**src/rtl/audio_io_bridge.sv**
```systemverilog
// NCH-channel ADC->CPU and CPU->DAC sample bridge built from two pointer-based FIFOs.
// Optional build macro AUDIO_IO_BRIDGE_SATURATE_EN clamps CPU samples instead of truncating them.
module audio_io_bridge #(
   parameter int DWIDTH = 32,
   parameter int SWIDTH = 24,
   parameter int NCH    = 2,
   parameter int DEPTH  = 8,
   localparam int CW    = (NCH > 1) ? $clog2(NCH) : 1,
   localparam int LW    = $clog2(DEPTH + 1)
) (
   input  logic              i_clock,
   input  logic              i_reset,
   input  logic              i_adc_valid,
   output logic              o_adc_ready,
   input  logic [SWIDTH-1:0] i_adc_data,
   input  logic [CW-1:0]     i_adc_ch,
   input  logic              i_cpu_rd,
   output logic [DWIDTH-1:0] o_cpu_rdata,
   output logic [CW-1:0]     o_cpu_rd_ch,
   input  logic              i_cpu_wr,
   input  logic [DWIDTH-1:0] i_cpu_wdata,
   output logic              o_dac_valid,
   input  logic              i_dac_ready,
   output logic [SWIDTH-1:0] o_dac_data,
   output logic [CW-1:0]     o_dac_ch,
   output logic [LW-1:0]     o_in_level,
   output logic [LW-1:0]     o_out_level,
   input  logic              i_stat_clr,
   output logic              o_underrun,
   output logic              o_overrun
);

   localparam int AW = $clog2(DEPTH);
   localparam int PW = AW + 1;
   localparam int EW = CW + SWIDTH;
   localparam logic [PW-1:0] PTR_WRAP = {1'b1, {AW{1'b0}}};

   logic [EW-1:0]     r_in_mem  [DEPTH];
   logic [EW-1:0]     r_out_mem [DEPTH];
   logic [PW-1:0]     r_in_wr_ptr, r_in_rd_ptr, r_out_wr_ptr, r_out_rd_ptr;
   logic [SWIDTH-1:0] r_last_data;
   logic [CW-1:0]     r_last_ch;
   logic [CW-1:0]     r_wr_ch;
   logic              r_underrun, r_overrun;

   logic              w_in_empty, w_in_full, w_out_empty, w_out_full;
   logic              w_in_push, w_in_pop, w_out_push, w_out_pop, w_adc_lost;
   logic [EW-1:0]     w_in_head, w_out_head;
   logic [SWIDTH-1:0] w_rd_sample, w_wsample;

   assign w_in_empty  = (r_in_wr_ptr == r_in_rd_ptr);
   assign w_in_full   = (r_in_wr_ptr == (r_in_rd_ptr ^ PTR_WRAP));
   assign w_out_empty = (r_out_wr_ptr == r_out_rd_ptr);
   assign w_out_full  = (r_out_wr_ptr == (r_out_rd_ptr ^ PTR_WRAP));

   // A same-cycle CPU read frees a slot, so a full input FIFO can still accept.
   assign o_adc_ready = !i_reset && (!w_in_full || i_cpu_rd);
   assign w_in_push   = i_adc_valid && o_adc_ready;
   assign w_in_pop    = i_cpu_rd && !w_in_empty;
   assign w_adc_lost  = i_adc_valid && !o_adc_ready && !i_reset;
   assign w_out_push  = i_cpu_wr && !w_out_full;
   assign w_out_pop   = !w_out_empty && i_dac_ready;

   assign w_in_head   = r_in_mem[r_in_rd_ptr[AW-1:0]];
   assign w_out_head  = r_out_mem[r_out_rd_ptr[AW-1:0]];
   assign w_rd_sample = w_in_empty ? r_last_data : w_in_head[SWIDTH-1:0];
   assign o_cpu_rdata = DWIDTH'($signed(w_rd_sample));
   assign o_cpu_rd_ch = w_in_empty ? r_last_ch : w_in_head[EW-1:SWIDTH];

   assign o_dac_valid = !w_out_empty;
   assign o_dac_data  = w_out_empty ? {SWIDTH{1'b0}} : w_out_head[SWIDTH-1:0];
   assign o_dac_ch    = w_out_empty ? {CW{1'b0}} : w_out_head[EW-1:SWIDTH];

   assign o_in_level  = LW'(r_in_wr_ptr - r_in_rd_ptr);
   assign o_out_level = LW'(r_out_wr_ptr - r_out_rd_ptr);
   assign o_underrun  = r_underrun;
   assign o_overrun   = r_overrun;

`ifdef AUDIO_IO_BRIDGE_SATURATE_EN
   logic [DWIDTH-SWIDTH:0] w_wdata_hi;
   assign w_wdata_hi = i_cpu_wdata[DWIDTH-1:SWIDTH-1];

   // Clamp to the signed SWIDTH range when the discarded bits are not a sign extension.
   always_comb begin
      w_wsample = i_cpu_wdata[SWIDTH-1:0];
      if ((w_wdata_hi == {(DWIDTH-SWIDTH+1){1'b0}}) || (w_wdata_hi == {(DWIDTH-SWIDTH+1){1'b1}})) begin
         w_wsample = i_cpu_wdata[SWIDTH-1:0];
      end else if (i_cpu_wdata[DWIDTH-1]) begin
         w_wsample = {1'b1, {(SWIDTH-1){1'b0}}};
      end else begin
         w_wsample = {1'b0, {(SWIDTH-1){1'b1}}};
      end
   end
`else
   logic w_unused_wdata_hi;
   assign w_unused_wdata_hi = &{1'b0, i_cpu_wdata[DWIDTH-1:SWIDTH-1]};
   assign w_wsample = i_cpu_wdata[SWIDTH-1:0];
`endif

   // Sample storage for both FIFOs; contents are only visible through the pointers.
   always_ff @(posedge i_clock) begin
      if (w_in_push) begin
         r_in_mem[r_in_wr_ptr[AW-1:0]] <= {i_adc_ch, i_adc_data};
      end
      if (w_out_push) begin
         r_out_mem[r_out_wr_ptr[AW-1:0]] <= {r_wr_ch, w_wsample};
      end
   end

   // Input FIFO pointers and the last-popped sample shown while empty.
   always_ff @(posedge i_clock) begin
      if (i_reset) begin
         r_in_wr_ptr <= {PW{1'b0}};
         r_in_rd_ptr <= {PW{1'b0}};
         r_last_data <= {SWIDTH{1'b0}};
         r_last_ch   <= {CW{1'b0}};
      end else begin
         if (w_in_push) r_in_wr_ptr <= r_in_wr_ptr + PW'(1);
         if (w_in_pop) begin
            r_in_rd_ptr <= r_in_rd_ptr + PW'(1);
            r_last_data <= w_in_head[SWIDTH-1:0];
            r_last_ch   <= w_in_head[EW-1:SWIDTH];
         end
      end
   end

   // Output FIFO pointers and the round-robin write-channel counter.
   always_ff @(posedge i_clock) begin
      if (i_reset) begin
         r_out_wr_ptr <= {PW{1'b0}};
         r_out_rd_ptr <= {PW{1'b0}};
         r_wr_ch      <= {CW{1'b0}};
      end else begin
         if (w_out_push) begin
            r_out_wr_ptr <= r_out_wr_ptr + PW'(1);
            r_wr_ch      <= (r_wr_ch == CW'(NCH - 1)) ? {CW{1'b0}} : r_wr_ch + CW'(1);
         end
         if (w_out_pop) r_out_rd_ptr <= r_out_rd_ptr + PW'(1);
      end
   end

   // Sticky error flags; a new event wins over a simultaneous clear.
   always_ff @(posedge i_clock) begin
      if (i_reset) begin
         r_underrun <= 1'b0;
         r_overrun  <= 1'b0;
      end else begin
         if (i_cpu_rd && w_in_empty) r_underrun <= 1'b1;
         else if (i_stat_clr)        r_underrun <= 1'b0;
         if ((i_cpu_wr && w_out_full) || w_adc_lost) r_overrun <= 1'b1;
         else if (i_stat_clr)                        r_overrun <= 1'b0;
      end
   end

endmodule

```
**config.mk**
```make
export PLATFORM = sky130hd
export DESIGN_NAME = audio_io_bridge
export DESIGN_NICKNAME = d
export VERILOG_FILES = /design/src/rtl/audio_io_bridge.sv
export SDC_FILE = /design/constraint.sdc
export NUM_CORES = 1
export LEC_CHECK = 0
export BUFFER_PORTS_ARGS = -buffer_cell sky130_fd_sc_hd__clkbuf_2
export CAP_MARGIN = 0
export CORE_ASPECT_RATIO = 0.5
export CORE_UTILIZATION = 60
export CTS_CLUSTER_DIAMETER = 100
export DETAILED_ROUTE_END_ITERATION = 7
export PLACE_DENSITY_LB_ADDON = 0.1
export SETUP_SLACK_MARGIN = 0.3
export SYNTH_ARGS = -nofsm -noshare
export SYNTH_HDL_FRONTEND = slang
export SYNTH_SLANG_ARGS = --single-unit
```
**constraint.sdc**
```tcl
create_clock -name i_clock -period 5.8 [get_ports i_clock]
set_input_delay 0.58 -clock i_clock [delete_from_list [all_inputs] [get_ports i_clock]]
set_output_delay 0.58 -clock i_clock [all_outputs]
set_load 0.02 [all_outputs]
```
==> impl_metrics.ini, run 1 <==
[run_status]
outcome = finished, final reports clean

[place]
place_congestion = 0.770
hpwl_um = 17300
port_buffers = 125
pre_cts_slack_ps = 2500

[drt]
routed-via-count = 8409
postRouteAntennaNets = 0
drtIter0Drc = 453
firstDrtPassIters = 5
routed_wl_um = 32000
drc = 0
via_per_inst = 5.88
wl_per_cell_um = 22.4

[cells_and_area]
drive_gt1_share_pct = 31.7
post-route-util_pct = 70.3
fin_nets = 1094
diodes = 0
area_delta_synth_final_pct = 13.5

[timing]
finalCriticalPeriod_ps = 3710
slew_headroom_pct = 32.1
slew_violations = 0
hold_violations = 0
worst_slack_ps = 2090
timing.fmax_mhz = 269
setup_viol = 0
fin_setup_tns_ps = 0
worst_slew_pin_slew_ps = 1020
rsz0062_at_grt = no
post-route-period-util_pct = 64.0
hold-worst-slack_ps = 318
clock_skew_ps = 12.5

[critical_path]
critPathMaxFanout = 50
crit_family = flip-flops
cp_data_required_time_ps = 5220
cp_cell_sequence = mux4_2, mux2i_1, o21ai_0, clkbuf_2
cpPeakStageDelay_ps = 1020
cp_num_buf_inv = 1
critPathKind = flop to output port
crit_path_start_kind = flop
crit_slowest_cell = dfxtp_4
critPathArrivalTime_ps = 3130
worstSetupEndpointType = output port

[clocking]
postCtsSetupBuffers = 0
clk_path_buf_depth = 3
cts_resized = 0
cts_hold_buffers = 0
cts.sinks = 450
numCtsBuffers = 38
path_clk_slew_ps = 70
insertion_delay_ps = 530
clockRootBuffer = clkbuf_16
cts_tree = done
ctsHtreeMaxLevel = 2

[die]
start_util_pct = 61.9
die-area_um2 = 29800
core_area_um2 = 28100
die_y_um = 123
ios = 134
row_count = 43
die_width_um = 243

[grt]
grt_pass1_wl_um = 49100
grtUsageTotal_pct = 22.4
antenna_found_initial = 0
grt_pass1_vias = 8530
grt_overflow_total = 0
grt_start_max_net_pins = 51

[synthesis]
synth_top_area_cell = edfxtp_1
yosysWarnings = 0
ys_seq_elements = 450
syn-cell-area_um2 = 17400
synthTopCellsByArea = edfxtp_1 69%, mux4_2 13%, dfxtp_1 5.7%
avgSynthCellArea_um2 = 19.7
synth_top_area_share_pct = 68.9
seq_area_frac_synth_pct = 74.7
syn_nets = 959
synth_cell_types = 40
synthCells = 883

[power_and_ir_drop]
power.leakage_nw = 6.48
p_total_mw = 7.50
irDropWorstVdd_v = 0.000259
powerDensity_nw_per_um2 = 379

[hold_path]
hold_class = input pin to flop

[flow_run]
drv_cap = 0
[worst register-to-register path, cell delays in order (launching register included)]
cell      delay, ps
dfxtp_1         500
ha_1            330
nand3_1         360
o311ai_2        240
nor2_2          600
buf_4           420
[path summary, 6_finish.rpt]
kind                                      start               to  slack (ps)  cells past startpoint
worst max-delay path                       flop  o_cpu_rdata[23]        2090                      4
worst min-delay path                i_adc_valid        o_overrun         320                      3
worst max register to register   r_in_wr_ptr[2]  r_in_mem[7][14]        3020                      5
worst min register to register  r_last_data[19]  r_last_data[19]         460                      1
[cell families after synthesis]
family,synth area share (%)
buffers and inverters,1.90
multiplexers,16.0
AO/OA/AOI/OAI,2.93
XOR/XNOR,0.948
flip-flops,74.7
adder cells (fa/ha/maj),0.948
AND/OR/NAND/NOR,2.57
[power breakdown]
group	total [mW]	leakage [nW]	switching [mW]	internal (mW)
clock	2.58	0.626	1.10	1.48
combinational	1.15	1.81	0.660	0.491
sequential	3.77	4.03	0.144	3.62
[per-layer routing]
layer | vias up | wire length, um | global-route usage (%)
met3 | 35 | 1570 | 4.20
li1 | 3796 | - | -
met4 | 0 | 334 | 4.60
met1 | 4385 | 13800 | 30.6
met2 | 193 | 16300 | 38.4
met5 | - | 0 | 0
[Yosys cell counts (all sizes together)]
library cell and instances:
a222oi 1, a21o 2, a21oi 4, mux2i 53, o311ai 1, inv 17, and4 1, nor4 1
or2 2, nand3 2, a22oi 1, nor2 55, xor2 8, nor2b 3, nand2b 3, o21a 1
nand2 30, xnor2 10, mux2 1, fa 2, o31ai 2, nor3 7, edfxtp 400, o21ai 30
mux4 100, o2bb2ai 25, ha 10, buf 36, dfxtp 50, and3 2, o211ai 5, clkbuf 17
or3 1
[layout make-up]
| type | count | area (um2) |
|---|---|---|
| Tap cell | 382 | 478 |
| Sequential cell | 450 | 13000 |
| Timing Repair Buffer | 148 | 798 |
| Inverter | 17 | 63.8 |
| Fill cell | 1781 | 8360 |
| Multi-Input combinational cell | 363 | 4150 |
| Clock inverter | 20 | 196 |
| Clock buffer | 49 | 1070 |
[state kept, by name, summed over array words and instances, names as in the netlist, named ones only]
signal        flops
o_underrun        1
r_out_rd_ptr      4
r_out_mem       200
r_in_rd_ptr       4
r_in_mem        200
o_overrun         1
r_last_data      24
r_last_ch         1
r_wr_ch           1
r_in_wr_ptr       4
r_out_wr_ptr      4
[through the flow]
| stage | cells | instance area [um2] |
|---|---|---|
| finish | 1429 | 19800 |
| CTS | 1429 | 19800 |
| detailed placement | 1360 | 18500 |
| floorplan | 883 | 17400 |
| global placement | 1360 | 18500 |
| global route | 1429 | 19800 |
[cells in the final DEF (no fill, tap or decap), drive strengths merged]
cell / n
nand2b: 3
clkbuf: 174
nor4: 1
mux2: 1
edfxtp: 400
nor2: 55
inv: 17
xor2: 8
o21ai: 30
a21o: 2
or3: 1
or2: 2
nand2: 30
a21oi: 4
and4: 1
o311ai: 1
a22oi: 1
ha: 10
mux2i: 53
mux4: 100
a222oi: 1
o21a: 1
nor3: 7
o211ai: 5
nand3: 2
o2bb2ai: 25
o31ai: 2
and3: 2
buf: 23
nor2b: 3
fa: 2
clkinv: 16
xnor2: 10
bufinv: 4
dfxtp: 50
Note: power is estimated with default switching activity, not from simulation.
==> inputs of run 2 (changes only) <==
Clock period 5.8 ns to 3.9 ns, I/O delays scaled along.
==> impl_metrics.ini, run 2 (synthesis results as in run 1) <==
[timing]
slew_headroom_pct = 33.5
post-route-period-util_pct = 87.1
timing.fmax_mhz = 294
fin_setup_tns_ps = 0
finalCriticalPeriod_ps = 3400
rsz0062_at_grt = yes
hold_violations = 0
slew_violations = 0
setup_viol = 0
clock_skew_ps = 8.01
worst_slew_pin_slew_ps = 998

[critical_path]
worstSetupEndpointType = output port
cpPeakStageDelay_ps = 510
cp_cell_sequence = ha_1, nand3_1, nor2_4, buf_4, nand2_1, o21ai_0, clkbuf_2
worst-r2r-setup-slack_ps = 1200
critPathArrivalTime_ps = 3010
r2r_cells = 7
cp_data_required_time_ps = 3510
crit_path_start_kind = flop
crit_slowest_cell = nor2_4
critPathMaxFanout = 31
critPathKind = flop to output port

[clocking]
ctsHtreeMaxLevel = 2
cts_resized = 0
clockRootBuffer = clkbuf_16
cts_hold_buffers = 0
path_clk_slew_ps = 70
clk_path_buf_depth = 3
cts.sinks = 450
insertion_delay_ps = 530
cts_tree = done
numCtsBuffers = 38

[die]
core_area_um2 = 28100
start_util_pct = 61.9
die-area_um2 = 29800
die_width_um = 243
die_y_um = 123
ios = 134
row_count = 43

[grt]
antenna_found_initial = 0
grt_pass1_wl_um = 48400
grt_overflow_total = 0
grtUsageTotal_pct = 22.0
grt_pass1_vias = 8395
grt_start_max_net_pins = 41

[drt]
routed_wl_um = 31900
drtIter0Drc = 537
routed-via-count = 8400
via_per_inst = 5.86
postRouteAntennaNets = 0
drc = 0
wl_per_cell_um = 22.2
firstDrtPassIters = 5

[cells_and_area]
final_common_cell = edfxtp_1
final_cell_mix = 400 x edfxtp_1, 125 x clkbuf_2, 100 x mux4_2
post-route-util_pct = 70.3
drive_gt1_share_pct = 31.9
finalNonFillerCells = 1434
fill_cells = 1749
area_delta_synth_final_pct = 13.5
diodes = 0
fin_nets = 1099

[power_and_ir_drop]
powerDensity_nw_per_um2 = 557
power.leakage_nw = 6.47
irDropWorstVdd_v = 0.000509
p_total_mw = 11.0

[place]
port_buffers = 125
hpwl_um = 17300
place_congestion = 0.727
place_inst = 1365

[run_status]
outcome = finished, final reports clean

[flow_run]
drv_cap = 0

[hold_path]
hold_class = input pin to flop
hold_depth = 1
[run 2: final cells by class]
class | count | area, um2 | share of cell area [%]
Clock buffer | 50 | 1060 | 5.35
Clock inverter | 19 | 149 | 0.753
Inverter | 17 | 63.8 | 0.323
Multi-Input combinational cell | 363 | 4160 | 21.0
Sequential cell | 450 | 13000 | 65.8
Tap cell | 382 | 478 | 2.42
Timing Repair Buffer | 153 | 848 | 4.29
[run 2: per-stage QoR]
stage	worst slack [ps]	hold WS [ps]	cell area [um2]
after floorplan	285	432	17400
after global placement	1130	444	18600
after detailed placement	1060	446	18600
after CTS	485	103	19800
after global routing	296	114	19800
final	503	128	19800
[run 2: repair_timing]
action	4_1_cts	5_1_grt
endpoints found under the setup margin	0	1
hold endpoints to repair	0	0
setup buffers	0	0
[run 2: routing by layer]
layer / up-vias / track usage [%] / wire length, um / part of all wire [%]
met5: - / 0 / 0 / 0
met1: 4364 / 30.0 / 13600 / 43
li1: 3807 / - / - / -
met2: 189 / 37.5 / 16100 / 50
met4: 0 / 5.70 / 553 / 1.7
met3: 40 / 3.85 / 1630 / 5.1
[run 2: final timing paths]
kind | endpoint | from
worst max-delay path | o_cpu_rdata[15] | r_in_wr_ptr[2]
worst min-delay path | r_in_mem[7][15] | i_adc_data[15]
worst min register to register | r_last_data[21] | r_last_data[21]
worst max register to register | r_out_mem[5][16] | r_out_wr_ptr[0]
[run 2: worst max-delay path, delay by kind of cell (launching register included)]
kind,cells,cell delay [ps]
flops,1,390
compound gates,1,140
fa+ha+maj,1,380
simple gates,3,910
buf+inv,2,650
[run 2: report_power, final]
part | total [mW] | leakage [nW] | internal [mW] | switching (mW)
clock | 3.68 | 0.589 | 2.05 | 1.63
sequential | 5.53 | 4.03 | 5.39 | 0.147
combinational | 1.80 | 1.85 | 0.750 | 1.05
total | 11.0 | 6.47 | 8.19 | 2.83
